**src/rtl/switch_conditioner_pkg.sv**
```systemverilog
// Board-wide constants shared by the ice40 projects, plus a counter sizing helper.
package switch_conditioner_pkg;

  localparam int CLK_HZ               = 12_000_000;
  localparam int CLKS_PER_MS          = CLK_HZ / 1000;
  localparam int DEBOUNCE_CYCLES      = 250_000;
  localparam int REPEAT_DELAY_CYCLES  = 6_000_000;
  localparam int REPEAT_PERIOD_CYCLES = 1_200_000;

  function automatic int counter_width(input int limit);
    return $clog2(limit) + 1;
  endfunction

endpackage

```
**src/rtl/switch_conditioner_debounce_filter.sv**
```systemverilog
// Two-flop synchronizer and counter debounce; emits the filtered level and press/release pulses.
module debounce_filter
  import switch_conditioner_pkg::*;
#(
  parameter int DEBOUNCE_LIMIT = DEBOUNCE_CYCLES
) (
  input  logic clk,
  input  logic rst,
  input  logic raw,
  output logic level,
  output logic press_pulse,
  output logic release_pulse,
  output logic accept_press,
  output logic accept_release
);

  localparam int CNT_W = counter_width(DEBOUNCE_LIMIT);
  localparam logic [CNT_W-1:0] CNT_LAST = CNT_W'(DEBOUNCE_LIMIT - 1);

  logic             s1;
  logic             s2;
  logic [CNT_W-1:0] count;
  logic             at_limit;

  // accept_* fire on the edge where the level flips, so the repeat FSM can act on that same edge
  assign at_limit       = (s2 != level) && (count == CNT_LAST);
  assign accept_press   = at_limit && s2;
  assign accept_release = at_limit && !s2;

  always_ff @(posedge clk) begin
    if (rst) begin
      s1            <= 1'b0;
      s2            <= 1'b0;
      count         <= '0;
      level         <= 1'b0;
      press_pulse   <= 1'b0;
      release_pulse <= 1'b0;
    end else begin
      s1            <= raw;
      s2            <= s1;
      press_pulse   <= accept_press;
      release_pulse <= accept_release;
      if (s2 == level) begin
        count <= '0;
      end else if (at_limit) begin
        count <= '0;
        level <= s2;
      end else begin
        count <= count + 1'b1;
      end
    end
  end

endmodule

```
**src/rtl/switch_conditioner.sv**
```systemverilog
// Push-button conditioner: debounced level, press/release pulses and a hold-to-repeat pulse train.
module switch_conditioner
  import switch_conditioner_pkg::*;
#(
  parameter int DEBOUNCE_LIMIT = DEBOUNCE_CYCLES,
  parameter int REPEAT_DELAY   = REPEAT_DELAY_CYCLES,
  parameter int REPEAT_PERIOD  = REPEAT_PERIOD_CYCLES
) (
  input  logic i_Clk,
  input  logic i_Rst,
  input  logic i_Switch,
  output logic o_Switch,
  output logic o_Press,
  output logic o_Release,
  output logic o_Repeat
);

  typedef enum logic [1:0] {
    IDLE      = 2'd0,
    HELD      = 2'd1,
    REPEATING = 2'd2
  } rep_state_t;

  localparam bit REPEAT_EN = (REPEAT_DELAY > 0);
  localparam int REP_MAX   = (REPEAT_DELAY > REPEAT_PERIOD) ? REPEAT_DELAY : REPEAT_PERIOD;
  localparam int REP_W     = counter_width(REP_MAX);
  localparam logic [REP_W-1:0] DELAY_LAST  = REP_W'(REPEAT_EN ? REPEAT_DELAY - 1 : 0);
  localparam logic [REP_W-1:0] PERIOD_LAST = REP_W'(REPEAT_PERIOD - 1);

  rep_state_t       state;
  rep_state_t       state_next;
  logic [REP_W-1:0] rep_count;
  logic             rep_clear;
  logic             repeat_fire;
  logic             repeat_q;
  logic             accept_press;
  logic             accept_release;

  debounce_filter #(
    .DEBOUNCE_LIMIT(DEBOUNCE_LIMIT)
  ) u_filter (
    .clk           (i_Clk),
    .rst           (i_Rst),
    .raw           (i_Switch),
    .level         (o_Switch),
    .press_pulse   (o_Press),
    .release_pulse (o_Release),
    .accept_press  (accept_press),
    .accept_release(accept_release)
  );

  always_ff @(posedge i_Clk) begin
    if (i_Rst) begin
      state     <= IDLE;
      rep_count <= '0;
      repeat_q  <= 1'b0;
    end else begin
      state     <= state_next;
      rep_count <= rep_clear ? '0 : rep_count + 1'b1;
      repeat_q  <= repeat_fire;
    end
  end

  always_comb begin
    state_next = state;
    case (state)
      IDLE:      if (accept_press && REPEAT_EN) state_next = HELD;
      HELD: begin
        if (accept_release)              state_next = IDLE;
        else if (rep_count == DELAY_LAST) state_next = REPEATING;
      end
      REPEATING: if (accept_release) state_next = IDLE;
      default:   state_next = IDLE;
    endcase
  end

  // A release landing on a due repeat wins: the counter clears and no pulse is issued
  always_comb begin
    repeat_fire = 1'b0;
    rep_clear   = 1'b0;
    case (state)
      HELD: begin
        if (accept_release) begin
          rep_clear = 1'b1;
        end else if (rep_count == DELAY_LAST) begin
          repeat_fire = 1'b1;
          rep_clear   = 1'b1;
        end
      end
      REPEATING: begin
        if (accept_release) begin
          rep_clear = 1'b1;
        end else if (rep_count == PERIOD_LAST) begin
          repeat_fire = 1'b1;
          rep_clear   = 1'b1;
        end
      end
      default: rep_clear = 1'b1;
    endcase
  end

  assign o_Repeat = REPEAT_EN ? repeat_q : 1'b0;

endmodule

```
**config.mk**
```make
export PLATFORM = sky130hd
export DESIGN_NAME = switch_conditioner
export DESIGN_NICKNAME = d
export VERILOG_FILES = /design/src/rtl/switch_conditioner_pkg.sv /design/src/rtl/switch_conditioner_debounce_filter.sv /design/src/rtl/switch_conditioner.sv
export SDC_FILE = /design/constraint.sdc
export NUM_CORES = 1
export LEC_CHECK = 0
export ABC_AREA = 1
export BUFFER_PORTS_ARGS = -buffer_cell sky130_fd_sc_hd__buf_2
export CORE_ASPECT_RATIO = 0.9
export CORE_UTILIZATION = 40
export CTS_CLUSTER_SIZE = 24
export DETAILED_ROUTE_END_ITERATION = 10
export GPL_TIMING_DRIVEN = 0
export PLACE_DENSITY_LB_ADDON = 0.08
export SYNTH_ARGS = -nofsm -noshare
export SYNTH_HDL_FRONTEND = slang
export SYNTH_SLANG_ARGS = --single-unit
```
**constraint.sdc**
```tcl
create_clock -name i_Clk -period 2 [get_ports i_Clk]
set_input_delay 0.2 -clock i_Clk [delete_from_list [all_inputs] [get_ports i_Clk]]
set_output_delay 0.2 -clock i_Clk [all_outputs]
set_load 0.01 [all_outputs]
```
==> results.md, run 1 <==
* Status: finished clean
* Min-delay worst type: in2reg
* Worst Slack Setup Final at 191 ps
* Reg clk slew, reported paths at 100 ps
* Worst-path fanout max at 10
* Cell internal pwr at around 1.3 mW
* Most common cell type on the critical path: nand2_1
* Clock tree sinks at between 50 and 60
* Post-Route Hold Slack at roughly 90 ps
* Pwr/cell area at 604 nW/um^2
* TritonCTS clock tree: yes
* Worst-Skew Late Latency at between 300 and 400 ps
* N_diodes at 0
* Num CTS Buffers at 5
* Clock power share at 0.384
* Logic pwr share at 0.010
* Fillers at 631
* Initial antenna violation count at 0
* Detailed-route wire length per cell at 10.5 um
* YS warnings at 0
* Sw Share at 0.223
* Final instance area at 2780 um^2
* Most frequent cells in the layout: 72 x nor2_1, 63 x nand2_1, 51 x dfxtp_1
* Worst vdd rail ir drop at 0.336 mV
* GP Congestion at ~0.81
* Final net count at 371
* Avg Inst Size Synth at 7.26 um^2
* Sequential cell area at ~1000 um^2
* Multi-input gate area at 1300 um^2
* Fmax at about 550 MHz
* Clock Tree Buf Depth at 2
* Mapped Cells at 350
* CP cell instances: ha_1 -> nand2_1 -> nor2_2 -> nand2_1 -> nor2_2 -> nand3_2 -> nand2_1 -> inv_2 -> nand4_4 -> buf_6 -> nor2_1
* Setup violators final at 0
* DR vias/cell at between 4 and 5
* Top cells by area, synth: dfxtp_1 40%, nor2_1 11%, nand2_1 9.3%, inv_1 7.4%, xor2_1 5.9%
* H-Tree Depth at 2
* RSZ-0062 raised after global routing: no
* Post-DP Area at 2680 um^2
* Final wirelength at 4.73 mm
* Root Buffer: clkbuf_8
* First-pass GRT wire length at 8.55 mm
* Setup crit start kind: flop
* GRT Residual Overflow at 0
* Pin count of the biggest net entering global routing at 17
* Crit path max-delay cell type: dfxtp_1
* Final ANT Viol Nets at 0
* DRT Pass-1 Iters at 4
* Final Total Pwr at roughly 1.7 mW
* Total die area at 6680 um^2
* CORE AREA at 6110 um^2
* Post-DP HPWL at about 3.5 mm
* Final period util at 0.904
* Layout cells sized above 1 at 0.0962
* Total track usage at 0.162
* Worst-margin pin slew at 409 ps
* Worst Path Required at 2200 ps
* Number of global-route vias before repair at 1,886
* Total negative slack at 0 ps
* Commonest non-fill, non-tap cell in the layout: nor2_1
* #FFs+latches synth at 51
* Rel. slew slack at 0.727
* Leading area contributor after synthesis: dfxtp_1
* Fin cells at 451
* Tmin final at 1810 ps
* Port buffer count at 6
* Setup Buffers After CTS at 0
* Worst Setup Slack post-DPL at 80.5 ps
* Syn-to-layout area delta at 9.55%
* Critical Path AT at 2010 ps
* Die width at ~86 um
* WS Path Type: reg2reg
* Sequential share of power at 0.606
* Clock skew at 14.3 ps
* Mapped cell area at 2540 um^2
* Final Util at 0.455
* Boundary Pins at 7
* Setup crit end kind: flop
* Syn nets at 358
* Post-placement cell count at roughly 440
* DRC at 0
* Post-synthesis sequential area ratio at 0.402
* Via count at 1,997
* Distinct cells, synth at 26
* DR iter-0 viols at 55
* Leak pwr at 1.03 nW
* Row cnt at 27
* Height of the die at 77.6 um
* Starting density of the core at 0.416
* Final count of hold timing violations at 0
* Max Cap Viol at 0
* Post-synth top area share at 0.402
* Crit path largest cell delay at 360 ps
* P_sw at 0.375 mW
* Max-slew violations at 0
-- cells in the mapped netlist, drive strengths merged --
cell,number
nor2,79
nand2,64
inv,52
dfxtp,51
nand3,24
xor2,17
nand4,14
xnor2,10
nor3,9
a21oi,7
nor3b,6
ha,5
buf,4
a211oi,2
o21a,2
or2,2
nor4,1
o21bai,1
-- worst max-delay path: cells and delay by family (launching register included) --
kind	cells	cell delay, ps
flops	1	360
buf+inv	2	220
fa+ha+maj	1	170
simple gates	8	950
-- power groups by stage --
stage                     Clock, mW  Combinational (mW)  Sequential (mW)
after detailed placement          0              0.0167             1.04
after CTS                     0.670              0.0168             1.02
final                         0.646              0.0164             1.02
after global placement            0              0.0165             1.04
after floorplan                   0              0.0110             1.04
after global routing          0.714              0.0189             1.02
-- routing by layer --
layer,vias up,GRT usage,wire (um)
met5,-,0,0
met2,23,0.256,2050
met4,0,0.0483,53
met3,6,0.0351,130
li1,1114,-,-
met1,854,0.221,2500
-- repair_timing --
item / 4_1_cts / 5_1_grt
gates resized for setup: 0 / 2
endpoints found under the setup margin: 0 / 31
hold buffers: 0 / 0
-- path summary, 6_finish.rpt --
check,from,endpoint,slack [ps],depth (start not counted)
hold reg to reg,u_filter.s1$_SDFF_PP0_,u_filter.s2$_SDFF_PP0_,420,2
setup / recovery,u_filter.count[0]$_SDFF_PP0_,rep_count[6]$_SDFF_PP0_,190,11
setup reg to reg,u_filter.count[0]$_SDFF_PP0_,rep_count[6]$_SDFF_PP0_,190,11
hold / removal,i_Switch,u_filter.s1$_SDFF_PP0_,90,3
-- flip-flops by register name (all words and copies together), names as in the netlist --
name                    count
state                       2
u_filter.s1                 1
u_filter.press_pulse        1
u_filter.s2                 1
u_filter.count             19
rep_count                  24
o_Repeat                    1
u_filter.release_pulse      1
u_filter.level              1
-- layout make-up --
type	instances	share of cell area
Timing Repair Buffer	6	0.0108
Multi-Input combinational cell	243	0.466
Clock inverter	2	0.00584
Clock buffer	6	0.0297
Sequential cell	51	0.367
Tap cell	87	0.0391
Inverter	52	0.0701
Buffer	4	0.0117
-- kinds of logic after synthesis --
| logic type | synth area share |
|---|---|
| xor+xnor | 0.0931 |
| buf+inv | 0.0896 |
| fa+ha+maj | 0.0246 |
| flops | 0.402 |
| simple gates | 0.362 |
| compound gates | 0.0286 |
(Power assumes the default switching activity.)
==> run 2: changes to the inputs <==
- CORE_MARGIN: default -> 10
==> run 2 against run 1 <==
Register-to-register slack barely moved; global-route usage fell by 5.8 points; sequential power barely moved; non-clock buffer count did not move; highest routed layer unchanged; sequential cell count did not move; first-iteration DRC count rose by 35%.
==> results.md, run 2 (synthesized netlist as in run 1, its figures left out) <==
* Status: finished clean
* Layout cells sized above 1 at 0.0934
* Via count at 2,004
* N_diodes at 0
* Final Util at 0.456
* Port buffer count at 6
* Max FFs per register at 24
* Critical Path AT at about 2000 ps
* Final wirelength at ~5 mm
* Detailed-route wire length per cell at 10.8 um
* Sequential cell area at 1020 um^2
* Top flop regs: rep_count: 24 flops, u_filter.count: 19 flops, state: 2 flops
* GP Congestion at 0.862
* Reg clk slew, reported paths at 90 ps
* Worst-path fanout max at 10
* GRT Residual Overflow at 0
* Height of the die at roughly 96 um
* Crit path largest cell delay at 390 ps
* WS Path Type: reg2reg
* Clock tree sinks at 51
* DRC at 0
* Worst-margin pin slew at 421 ps
* Final net count at 371
* Fmax at 553 MHz
* Most frequent cells in the layout: 73 x nor2_1, 63 x nand2_1, 51 x dfxtp_1
* Commonest non-fill, non-tap cell in the layout: nor2_1
* H-Tree Depth at 2
* Resize count post-CTS at 0
* Num CTS Buffers at 5
* Worst Setup Slack post-DPL at 104 ps
* DRT Pass-1 Iters at 6
* Rel. slew slack at 0.719
* Setup violators final at 0
* Max-slew violations at 0
* Leak pwr at 1.04 nW
* Largest register by flop count: rep_count
* CP top delay family: simple AND/OR/NAND/NOR gates
* Total negative slack at 0 ps
* Setup crit start kind: flop
* Final ANT Viol Nets at 0
* Worst Slack Setup Final at 191 ps
* Clock skew at 10.4 ps
* Crit path max-delay cell type: dfxtp_1
* CORE AREA at 6150 um^2
* Final period util at 0.904
* Max Cap Viol at 0
* Setup Buffers After CTS at 0
* Row cnt at 27
* Total track usage at 0.103
* CP cell instances: ha_1 -> nand3_2 -> nor3_4 -> nand3_1 -> or2_1 -> nand4_4 -> buf_6 -> nor2_1
* Root Buffer: clkbuf_8
* Pin count of the biggest net entering global routing at 16
* Multi-input gate area at 1300 um^2
* Starting density of the core at 0.413
* Post-DP HPWL at 3.74 mm
* Worst vdd rail ir drop at between 0.3 and 0.4 mV
* Hold buffers post-CTS at 0
* Worst Path Required at 2200 ps
* WP buf/inv at 1
* Clock Tree Buf Depth at 2
* Total die area at approximately 10000 um^2
* DR iter-0 viols at 74
* Setup crit end kind: flop
* First-pass GRT wire length at around 8.6 mm
* Tmin final at 1810 ps
* Fillers at roughly 650
* DR vias/cell at 4.44
* Boundary Pins at 7
* RSZ-0062 raised after global routing: no
* Pwr/cell area at 635 nW/um^2
* Final instance area at around 2800 um^2
* Initial antenna violation count at 0
* Final count of hold timing violations at 0
* Number of global-route vias before repair at 1,842
* Min-delay worst type: in2reg
* Post-DP Area at 2680 um^2
* Die width at 104 um
* Worst-Skew Late Latency at 300 ps
* Syn-to-layout area delta at 10.4%
* TritonCTS clock tree: yes
-- run 2: cell types whose count changed in the layout (fill, tap and decap cells not counted) --
cell / change
bufinv_16: +1
clkinv_2: +1
clkinv_4: -1
clkinvlp_4: -1
nor2_1: +1
nor2_2: -2
nor2_4: +1
-- run 2: final cells by class --
| type | instances | area share |
|---|---|---|
| multi-input cells | 243 | 0.463 |
| flip-flops and latches | 51 | 0.364 |
| inverters | 52 | 0.0696 |
| well taps | 87 | 0.0388 |
| clock buffers | 6 | 0.0294 |
| clock inverters | 2 | 0.0125 |
| plain buffers | 4 | 0.0116 |
| repair buffers | 6 | 0.0107 |
-- run 2: where the power goes --
| group | internal, mW | switching (mW) | leakage (nW) |
|---|---|---|---|
| logic | 0.00528 | 0.0112 | 0.569 |
| registers | 1.02 | 0.00135 | 0.411 |
| clock network | 0.405 | 0.342 | 0.0612 |
| total | 1.43 | 0.355 | 1.04 |
-- run 2: worst paths after layout --
kind,startpoint,slack (ps),to,depth (start not counted)
hold / removal,i_Switch,100,u_filter.s1$_SDFF_PP0_,3
setup / recovery,rep_count[0]$_SDFF_PP0_,190,rep_count[3]$_SDFF_PP0_,8
setup reg to reg,rep_count[0]$_SDFF_PP0_,190,rep_count[3]$_SDFF_PP0_,8
hold reg to reg,u_filter.s1$_SDFF_PP0_,440,u_filter.s2$_SDFF_PP0_,2
-- run 2: metrics by stage --
step	std cells	power (mW)	hold WS, ps
after floorplan	350	1.05	271
after global placement	443	1.06	411
after detailed placement	443	1.06	414
after CTS	451	1.81	89.2
after global routing	451	1.85	104
final	451	1.78	96.5
-- run 2: metal layers --
| layer | routed length [um] | global-route usage | vias to the layer above | part of all wire |
|---|---|---|---|---|
| met5 | 0 | 0 | - | 0 |
| met4 | 51 | 0.0324 | 0 | 0.010 |
| li1 | - | - | 1108 | - |
| met1 | 2650 | 0.137 | 875 | 0.54 |
| met2 | 2020 | 0.160 | 16 | 0.41 |
| met3 | 152 | 0.0290 | 5 | 0.031 |
-- run 2: tightest hold or removal path: cells and delay by family --
kind          cells  cell delay, ps
buf+inv           2             140
simple gates      1              30
==> run 3: changes to the inputs <==
- clock period: 2 -> 1.7 ns (I/O delays scaled with it)
==> run 3 against run 2 <==
Sequential power up 18%; critical path depth rose by 4; power rose by 18%; critical path type unchanged; worst hold slack got worse by 27 ps; sequential share of layout area shrank 3.2 points; utilization grew 4.9 points; count of clock-buffer cells in the layout is the same.
==> results.md, run 3 (synthesized netlist as in run 1, its figures left out) <==
* Status: finished clean
* Setup crit end kind: flop
* Clock skew at 10.9 ps
* Row cnt at 27
* WS Path Type: reg2reg
* RSZ-0062 raised after global routing: yes
* Pin count of the biggest net entering global routing at 16
* Max-slew violations at 0
* Port buffer count at 6
* Rel. slew slack at 0.713
* Fmax at 612 MHz
* Clock Tree Buf Depth at 2
* Reg clk slew, reported paths at roughly 90 ps
* Total die area at 9950 um^2
* Worst-Skew Late Latency at 300 ps
* Setup violators final at 0
* Via count at approximately 2,100
* CP Launch Point: u_filter.count[1]$_SDFF_PP0_
* Total negative slack at 0 ps
* Boundary Pins at 7
* Reg2reg start: u_filter.count[1]$_SDFF_PP0_
* CORE AREA at 6150 um^2
* Final Util at 0.505
* Syn-to-layout area delta at 22.3%
* Post-DP HPWL at 3.74 mm
* Worst Path Required at 1900 ps
* Worst vdd rail ir drop at 0.430 mV
* Clock tree sinks at 51
* Final count of hold timing violations at 0
* Reg2reg setup slack at between 60 and 70 ps
* Layout cells sized above 1 at 0.206
* Critical Path AT at between 1500 and 2000 ps
* N_diodes at 0
* Final ANT Viol Nets at 0
* Final period util at 0.961
* Hold Crit Depth at 3
* Commonest non-fill, non-tap cell in the layout: nor2_1
* H-Tree Depth at 2
* Post-placement cell count at 443
* Final Total Pwr at 2.11 mW
* Fin cells at 466
* DR iter-0 viols at 54
* Most frequent cells in the layout: 63 x nor2_1, 58 x nand2_1, 50 x inv_1
* Number of global-route vias before repair at 1,901
* Starting density of the core at 0.413
* GP Congestion at 0.862
* Worst-path fanout max at 5
* Max FFs per register at 24
* GRT Residual Overflow at 0
* Total track usage at 0.108
* Final wirelength at 5.25 mm
* Worst Setup EP: rep_count[1]$_SDFF_PP0_
* Top flop regs: rep_count: 24 flops, u_filter.count: 19 flops, state: 2 flops
* R2r endpoint: rep_count[1]$_SDFF_PP0_
* TritonCTS clock tree: yes
* Initial antenna violation count at 0
* Reg2reg path depth at 12
* Num CTS Buffers at 5
* DRC at 0
* Height of the die at 95.6 um
* DR vias/cell at ~4.5
* First-pass GRT wire length at 8.96 mm
* Hold buffers post-CTS at 0
* Final net count at between 300 and 400
* DRT Pass-1 Iters at 4
* Worst-margin pin slew at approximately 430 ps
* Pwr/cell area at just under 700 nW/um^2
* Max Cap Viol at 0
* Min-delay worst type: in2reg
* Root Buffer: clkbuf_8
* Tmin final at ~1600 ps
* Die width at 104 um
* Leak pwr at 1.16 nW
* Largest register by flop count: rep_count
* Detailed-route wire length per cell at 11.3 um
* Setup crit start kind: flop
## run 3: changes by cell type in the layout (fill, tap and decap cells not counted), moves of 5 or more
cell | before | now
buf_4 | 0 | 11
nor2_1 | 73 | 63
nor2_2 | 5 | 14
dfxtp_1 | 51 | 45
dfxtp_2 | 0 | 5
nand2_1 | 63 | 58
## run 3: where the power goes
group	total, mW	switching, mW	leakage [nW]	internal (mW)
logic	0.0270	0.0160	0.681	0.0110
clock network	0.883	0.407	0.0612	0.477
registers	1.20	0.00171	0.414	1.19
## run 3: layer usage
layer	share of wire	vias to the layer above	track usage
met4	0.0065	0	0.0382
li1	-	1146	-
met3	0.026	2	0.0297
met5	0	-	0
met2	0.44	23	0.170
met1	0.53	930	0.141
## run 3: area by class of cell
cell class / instances / area, um^2
sequential: 51 / 1030
buffer: 3 / 33.8
fill: 619 / 3040
timing repair buffer: 22 / 198
clock inverter: 2 / 35.0
clock buffer: 6 / 82.6
tap: 87 / 109
multi-input combinational: 243 / 1420
inverter: 52 / 195
## run 3: worst min-delay path by stage
| stage | from | to | slack, ps |
|---|---|---|---|
| after global routing | i_Rst | u_filter.s1$_SDFF_PP0_ | 80 |
| after global placement | i_Switch | u_filter.s1$_SDFF_PP0_ | 380 |
| after floorplan | i_Rst | u_filter.s1$_SDFF_PP0_ | 240 |
| final | i_Switch | u_filter.s1$_SDFF_PP0_ | 70 |
| after CTS | i_Switch | u_filter.s1$_SDFF_PP0_ | 60 |
| after detailed placement | i_Switch | u_filter.s1$_SDFF_PP0_ | 380 |
## run 3: repair_timing
action / CTS / global route
cloned: 2 / 0
pin swaps: 9 / 11
setup endpoints to repair: 40 / 41
resized for setup: 22 / 25
buffers inserted: 11 / 3
## run 3: critical path, stage by stage, from the launching register on
cell and delay [ps]:
dfxtp_2 360, ha_4 150, nand2_4 50, nor2_4 120, nand2_2 80, nor2_4 160
nand3_4 100, nand2_2 90, inv_2 50, nand4_4 90, buf_6 130, buf_8 110
nor2_1 40
## run 3: through the flow
stage	hold slack, ps	setup slack, ps	cell area [um^2]
CTS	59.2	-40.0	2990
detailed placement	384	-196	2680
global route	78.6	-46.1	3110
floorplan	241	135	2540
finish	69.9	65.7	3110
global placement	381	-205	2680
